--- src/rtl/ft_cla_pipe_if.sv ---
// Valid/ready datapath bundle for ft_cla_pipe: operand beat in, voted result beat out.
// The master side drives operands and out_ready; the slave side is the adder.
interface ft_cla_pipe_if #(parameter int WIDTH = 16);
  logic             in_valid;
  logic             in_ready;
  logic [WIDTH-1:0] a;
  logic [WIDTH-1:0] b;
  logic             cin;
  logic [2:0]       fault_inj;
  logic [WIDTH:0]   fault_mask;
  logic             out_valid;
  logic             out_ready;
  logic [WIDTH-1:0] sum;
  logic             cout;
  logic             err_corr;
  logic             err_multi;

  modport master (
    output in_valid, a, b, cin, fault_inj, fault_mask, out_ready,
    input  in_ready, out_valid, sum, cout, err_corr, err_multi
  );

  modport slave (
    input  in_valid, a, b, cin, fault_inj, fault_mask, out_ready,
    output in_ready, out_valid, sum, cout, err_corr, err_multi
  );
endinterface

--- src/rtl/ft_cla_pipe.sv ---
// Two-stage, triple-modular-redundant carry-look-ahead adder behind a valid/ready handshake.
// ft_cla_core is one replica: 4-bit look-ahead groups joined by a second-level look-ahead.
module ft_cla_core #(
  parameter int WIDTH = 16
) (
  input  logic [WIDTH-1:0] a,
  input  logic [WIDTH-1:0] b,
  input  logic             cin,
  output logic [WIDTH:0]   res
);
  localparam int NG = WIDTH / 4;

  logic [WIDTH-1:0] g, p, c;
  logic [NG-1:0]    gg, gp;
  logic [NG:0]      gc;

  assign g = a & b;
  assign p = a ^ b;

  always_comb begin
    gg = '0;
    gp = '0;
    for (int k = 0; k < NG; k++) begin
      gp[k] = &p[4*k +: 4];
      gg[k] = g[4*k+3]
            | (p[4*k+3] & g[4*k+2])
            | (p[4*k+3] & p[4*k+2] & g[4*k+1])
            | (p[4*k+3] & p[4*k+2] & p[4*k+1] & g[4*k]);
    end
  end

  // Each group carry is a flat sum of products over all lower groups, not a ripple chain.
  always_comb begin
    logic t;
    logic acc;
    gc    = '0;
    gc[0] = cin;
    for (int k = 0; k < NG; k++) begin
      t = cin;
      for (int m = 0; m <= k; m++) t = t & gp[m];
      acc = t;
      for (int j = 0; j <= k; j++) begin
        t = gg[j];
        for (int m = j + 1; m <= k; m++) t = t & gp[m];
        acc = acc | t;
      end
      gc[k+1] = acc;
    end
  end

  always_comb begin
    c = '0;
    for (int k = 0; k < NG; k++) begin
      c[4*k]   = gc[k];
      c[4*k+1] = g[4*k] | (p[4*k] & gc[k]);
      c[4*k+2] = g[4*k+1] | (p[4*k+1] & g[4*k]) | (p[4*k+1] & p[4*k] & gc[k]);
      c[4*k+3] = g[4*k+2] | (p[4*k+2] & g[4*k+1]) | (p[4*k+2] & p[4*k+1] & g[4*k])
               | (p[4*k+2] & p[4*k+1] & p[4*k] & gc[k]);
    end
  end

  assign res = {gc[NG], p ^ c};
endmodule

module ft_cla_pipe #(
  parameter int WIDTH = 16,
  parameter int ERR_W = 8
) (
  input  logic              clk,
  input  logic              rst_n,
  ft_cla_pipe_if.slave      bus,
  input  logic              clr_err,
  output logic [ERR_W-1:0]  err_count,
  output logic [2:0]        replica_fail
);
  localparam int NREP = 3;

  typedef struct packed {
    logic [WIDTH-1:0] a;
    logic [WIDTH-1:0] b;
    logic             cin;
    logic [NREP-1:0]  fault_inj;
    logic [WIDTH:0]   fault_mask;
  } req_t;

  typedef struct packed {
    logic [WIDTH:0]  word;
    logic            err_corr;
    logic            err_multi;
    logic [NREP-1:0] diff;
  } rsp_t;

  logic [1:0]                 rst_sync;
  logic                       s1_valid, out_valid;
  logic                       out_adv, rdy, out_hs;
  req_t                       s1;
  rsp_t                       s2, out_q;
  logic [NREP-1:0][WIDTH:0]   rep_raw, rep;

  // Flops clear asynchronously, but new beats are only taken once the release has synchronised.
  always_ff @(posedge clk or negedge rst_n) begin
    if (!rst_n) rst_sync <= '0;
    else        rst_sync <= {rst_sync[0], 1'b1};
  end

  assign out_adv      = ~out_valid | bus.out_ready;
  assign rdy          = rst_sync[1] & (~s1_valid | out_adv);
  assign out_hs       = out_valid & bus.out_ready;
  assign bus.in_ready = rdy;

  always_ff @(posedge clk or negedge rst_n) begin
    if (!rst_n) begin
      s1_valid <= 1'b0;
      s1       <= '0;
    end else if (rdy) begin
      s1_valid <= bus.in_valid;
      if (bus.in_valid) begin
        s1.a          <= bus.a;
        s1.b          <= bus.b;
        s1.cin        <= bus.cin;
        s1.fault_inj  <= bus.fault_inj;
        s1.fault_mask <= bus.fault_mask;
      end
    end
  end

  for (genvar r = 0; r < NREP; r++) begin : g_rep
    ft_cla_core #(.WIDTH(WIDTH)) u_core (
      .a   (s1.a),
      .b   (s1.b),
      .cin (s1.cin),
      .res (rep_raw[r])
    );
    assign rep[r] = rep_raw[r] ^ (s1.fault_inj[r] ? s1.fault_mask : '0);
  end

  // Two replicas corrupted identically outvote the good one; diff then blames the good replica.
  always_comb begin
    s2      = '0;
    s2.word = (rep[0] & rep[1]) | (rep[0] & rep[2]) | (rep[1] & rep[2]);
    for (int r = 0; r < NREP; r++) s2.diff[r] = |(rep[r] ^ s2.word);
    s2.err_corr  = $onehot(s2.diff);
    s2.err_multi = (s2.diff[0] & s2.diff[1]) | (s2.diff[0] & s2.diff[2])
                 | (s2.diff[1] & s2.diff[2]);
  end

  always_ff @(posedge clk or negedge rst_n) begin
    if (!rst_n) begin
      out_valid <= 1'b0;
      out_q     <= '0;
    end else if (out_adv) begin
      out_valid <= s1_valid;
      if (s1_valid) out_q <= s2;
    end
  end

  assign bus.out_valid = out_valid;
  assign bus.sum       = out_q.word[WIDTH-1:0];
  assign bus.cout      = out_q.word[WIDTH];
  assign bus.err_corr  = out_q.err_corr;
  assign bus.err_multi = out_q.err_multi;

  always_ff @(posedge clk or negedge rst_n) begin
    if (!rst_n) begin
      err_count    <= '0;
      replica_fail <= '0;
    end else if (clr_err) begin
      err_count    <= '0;
      replica_fail <= '0;
    end else if (out_hs) begin
      if ((out_q.err_corr | out_q.err_multi) && (err_count != '1))
        err_count <= err_count + 1'b1;
      replica_fail <= replica_fail | out_q.diff;
    end
  end
endmodule

--- src/flat_wrapper.sv ---
// flat-port wrapper written by rule: the top's interface ports become plain ports
module ft_cla_pipe_flat 
#(
  parameter int WIDTH = 16,
  parameter int ERR_W = 8
)
  (clk, rst_n, clr_err, err_count, replica_fail, bus_in_valid, bus_a, bus_b, bus_cin, bus_fault_inj, bus_fault_mask, bus_out_ready, bus_in_ready, bus_out_valid, bus_sum, bus_cout, bus_err_corr, bus_err_multi);
  ft_cla_pipe_if #(.WIDTH(WIDTH)) bus_i ();
  input  logic clk;
  input  logic rst_n;
  input  logic clr_err;
  output logic [ERR_W-1:0] err_count;
  output logic [2:0] replica_fail;
  input wire logic [$bits(bus_i.in_valid)-1:0] bus_in_valid;
  input wire logic [$bits(bus_i.a)-1:0] bus_a;
  input wire logic [$bits(bus_i.b)-1:0] bus_b;
  input wire logic [$bits(bus_i.cin)-1:0] bus_cin;
  input wire logic [$bits(bus_i.fault_inj)-1:0] bus_fault_inj;
  input wire logic [$bits(bus_i.fault_mask)-1:0] bus_fault_mask;
  input wire logic [$bits(bus_i.out_ready)-1:0] bus_out_ready;
  output wire logic [$bits(bus_i.in_ready)-1:0] bus_in_ready;
  output wire logic [$bits(bus_i.out_valid)-1:0] bus_out_valid;
  output wire logic [$bits(bus_i.sum)-1:0] bus_sum;
  output wire logic [$bits(bus_i.cout)-1:0] bus_cout;
  output wire logic [$bits(bus_i.err_corr)-1:0] bus_err_corr;
  output wire logic [$bits(bus_i.err_multi)-1:0] bus_err_multi;
  assign bus_i.in_valid = bus_in_valid;
  assign bus_i.a = bus_a;
  assign bus_i.b = bus_b;
  assign bus_i.cin = bus_cin;
  assign bus_i.fault_inj = bus_fault_inj;
  assign bus_i.fault_mask = bus_fault_mask;
  assign bus_i.out_ready = bus_out_ready;
  assign bus_in_ready = bus_i.in_ready;
  assign bus_out_valid = bus_i.out_valid;
  assign bus_sum = bus_i.sum;
  assign bus_cout = bus_i.cout;
  assign bus_err_corr = bus_i.err_corr;
  assign bus_err_multi = bus_i.err_multi;
  ft_cla_pipe #(.WIDTH(WIDTH), .ERR_W(ERR_W)) u_core (.clk(clk), .rst_n(rst_n), .bus(bus_i), .clr_err(clr_err), .err_count(err_count), .replica_fail(replica_fail));
endmodule
--- config.mk ---
export PLATFORM = sky130hd
export DESIGN_NAME = ft_cla_pipe_flat
export DESIGN_NICKNAME = d
export VERILOG_FILES = /design/src/rtl/ft_cla_pipe_if.sv /design/src/rtl/ft_cla_pipe.sv /design/src/flat_wrapper.sv
export SDC_FILE = /design/constraint.sdc
export NUM_CORES = 1
export LEC_CHECK = 0
export CORE_MARGIN = 2
export CORE_UTILIZATION = 50
export DETAILED_ROUTE_END_ITERATION = 10
export DONT_BUFFER_PORTS = 1
export PLACE_DENSITY = 0.71
export SKIP_LAST_GASP = 1
export SLEW_MARGIN = 30
export SYNTH_ARGS = -nofsm -noshare
export SYNTH_HDL_FRONTEND = slang
export SYNTH_SLANG_ARGS = --single-unit
--- constraint.sdc ---
create_clock -name clk -period 4.5 [get_ports clk]
set_clock_uncertainty 0.05 [all_clocks]
set_input_delay 0.9 -clock clk [delete_from_list [all_inputs] [get_ports clk]]
set_output_delay 0.9 -clock clk [all_outputs]
set_load 0.02 [all_outputs]
==> impl_metrics.toml <==
[final_layout]
drive_above_1_share_pct = 20.26
syn2layout_area_growth_pct = 3.712
design_area_um2 = 4684
mostFrequentLayoutCell = "dfrtp_1"
final-instance-count-excl-fill = 498
nets = 465
postLayoutCoreUtil_pct = 53.72
mostFrequentLayoutCells = "dfrtp_1, mux2_2, nand2_1"
antenna_cells = 0

[global_route]
grt_pass1_vias = 2936
antenna_found_initial = 0
grtUsageTotal_pct = 18.34
overflow = 0
grt_pass1_wl_um = 14190
grt_max_degree = 91

[timing]
tightest_slew_ns = 0.7335
slew_headroom_pct = 51.05
finalSetupTns_ns = 0
setup_slack_ns = 1.852
period_needed_ns = 2.648
report.final.hold_viol_count = 0
setup_viol = 0
fmax_mhz = 377.7
grt_setup_unrepaired = "no"
final-max-slew-violation-count = 0
finalCritPeriodShare_pct = 58.84

[clocking]
post-cts-setup-buffers = 0
postCtsHoldBufs = 0
clk_pin_slew_ns = 0.10
clockBufferDepth = 2
cts_max_level = 3
cts_tree = "yes"
clock_latency_ns = 0.36
ctsResizeCount = 0
cts.sinks = 90
cts-root-buf = "clkbuf_8"
cts_buffers = 9

[logic_synthesis]
syn_nets = 480
yosys.area.top_type = "dfrtp_1"
synth_seq_cells = 90
synth_cell_types = 44
ys_warn_count = 0
yosysSeqAreaShare_pct = 49.86
syn_area_um2 = 4517
synth_top_area_share_pct = 49.86
netlist_top_cells_area = "dfrtp_1, mux2_2, ha_1, nand2_1, xnor2_1"
synth_edf_count = 0
synthArstFlopShare_pct = 100.0
ys.flop_type = "dfrtp_1"
syn_avg_cell_area_um2 = 11.29
syn_inst = 400

[place]
io_buffers = 0
dp_hpwl_um = 6309
dpl_cell_area_um2 = 4499
finalWeightedCongestion = 0.7788
dp_cells = 482
place_ws_ns = 1.823

[drt]
met2_wirelength_um = 4020
drc_errors = 0
wire_per_inst_um = 16.80
drt-pass1-iter-count = 4
wl_met1_um = 3740
drt-total-wl_um = 8365
via_per_inst = 5.536
antenna_left = 0
first_iter_violations = 74
dr_wl_met3_um = 473
vias = 2757
routed.top_layer = "met4"

[pwr]
power_switching_mw = 0.9789
power-per-cell-area_nw_per_um2 = 554.0
power.leakage_nw = 2.077
p_seq_share_pct = 48.4
p_sw_share_pct = 37.72
clkPwrFrac_pct = 19.7
share_comb_of_total_power_pct = 31.8
vdd_drop_max_uv = 193.4
internal-power_mw = 1.616

[floorplanning]
die_area_um2 = 9810
io_pins = 90
die_y_um = 99.05
initial_core_util_pct = 51.79
num_rows = 34
die_x_um = 99.05
coreArea_um2 = 8721

[critical_path]
endpoint_kind = "flop"
start_kind = "flop"
crit_fanout = 4
r2r_slack_ns = 1.85
required_ns = 4.69
path_class = "reg2reg"
cp_data_arrival_time_ns = 2.84

[worst_hold_path]
worstHoldPathType = "in2async"

[run]
drv_cap = 0

[run_status]
status = "finished, final reports clean"
[critical path: stages, from the launching register on]
cell and delay [ns]:
dfrtp_1 0.39, ha_1 0.37, nand3_1 0.09, nor2_1 0.20
o211ai_2 0.15, o21ai_2 0.26, inv_1 0.10, fa_1 0.43
xor2_1 0.19, xnor2_1 0.21, o21ai_0 0.09
[metrics by stage]
step                hold WS [ns]  total power [mW]
finish                    0.1744             2.595
global route              0.1503             2.792
CTS                       0.1602             2.626
detailed placement        0.2864             2.113
global placement          0.2821             2.071
floorplan                 0.2812             1.997
[Yosys cell counts (2+ instances only)]
cell type and number:
o21ai_0 27, nor3b_1 2, buf_2 5, nor4_1 3
nand2_1 51, nand4_1 5, or3_1 2, a21o_1 3
ha_1 17, nand2b_1 2, nor2_1 13, clkbuf_1 6
buf_4 16, mux2i_1 2, fa_1 5, xnor2_1 16
nand3_1 5, and3b_1 2, and3_1 3, mux2_2 54
xor2_1 15, a21oi_1 19, or4_1 3, o21a_1 4
dfrtp_1 90, inv_1 12
[layout make-up]
class | count | area (µm²)
multi-input combinational | 271 | 2059
fill | 761 | 4036
clock inverter | 6 | 47.55
inverter | 12 | 45.04
tap | 108 | 135.1
clock buffer | 10 | 137.6
sequential | 90 | 2252
timing repair buffer | 1 | 7.507
[registers in the layout, summed over array words and instances, names as in the netlist]
name                  flops
u_core.bus.out_valid      1
u_core.s1                53
u_core.replica_fail       3
u_core.err_count          8
u_core.bus.err_multi      1
u_core.bus.err_corr       1
u_core.bus.sum           16
u_core.s1_valid           1
u_core.bus.cout           1
u_core.out_q              3
u_core.rst_sync           2
[path summary, 6_finish.rpt]
path	depth (start not counted)	endpoint	from
setup / recovery	10	u_core.bus.sum[13]	u_core.s1[24]
hold / removal	0	u_core.err_count[0]	rst_n
setup reg to reg	10	u_core.bus.sum[13]	u_core.s1[24]
hold reg to reg	0	u_core.rst_sync[1]	u_core.rst_sync[0]
max in group asynchronous	0	u_core.s1[41]	rst_n
min in group clk	0	u_core.rst_sync[1]	u_core.rst_sync[0]
[layer usage]
metal / global-route usage [%] / vias to the layer above
li1: - / 1333
met1: 23.90 / 1343
met2: 29.68 / 72
met5: 0 / -
met3: 4.894 / 9
met4: 6.428 / 0
[cell families after synthesis]
logic type	Yosys count	synth area share (%)
buffers and inverters	39	4.709
and+or+nand+nor	97	10.03
AOI/OAI and AO/OA	64	8.477
DFF	90	49.86
muxes	56	13.91
xor gates and xnor gates	31	6.011
other	1	0.08302
adders and majority gates	22	6.925
[power groups by stage]
stage / Sequential [mW] / Combinational, mW / Clock, mW
floorplan: 1.13 / 0.866 / 0
global placement: 1.27 / 0.804 / 0
detailed placement: 1.28 / 0.836 / 0
CTS: 1.26 / 0.838 / 0.527
global route: 1.29 / 0.942 / 0.561
finish: 1.26 / 0.826 / 0.512
No activity file was read; power rests on OpenSTA's default activity.
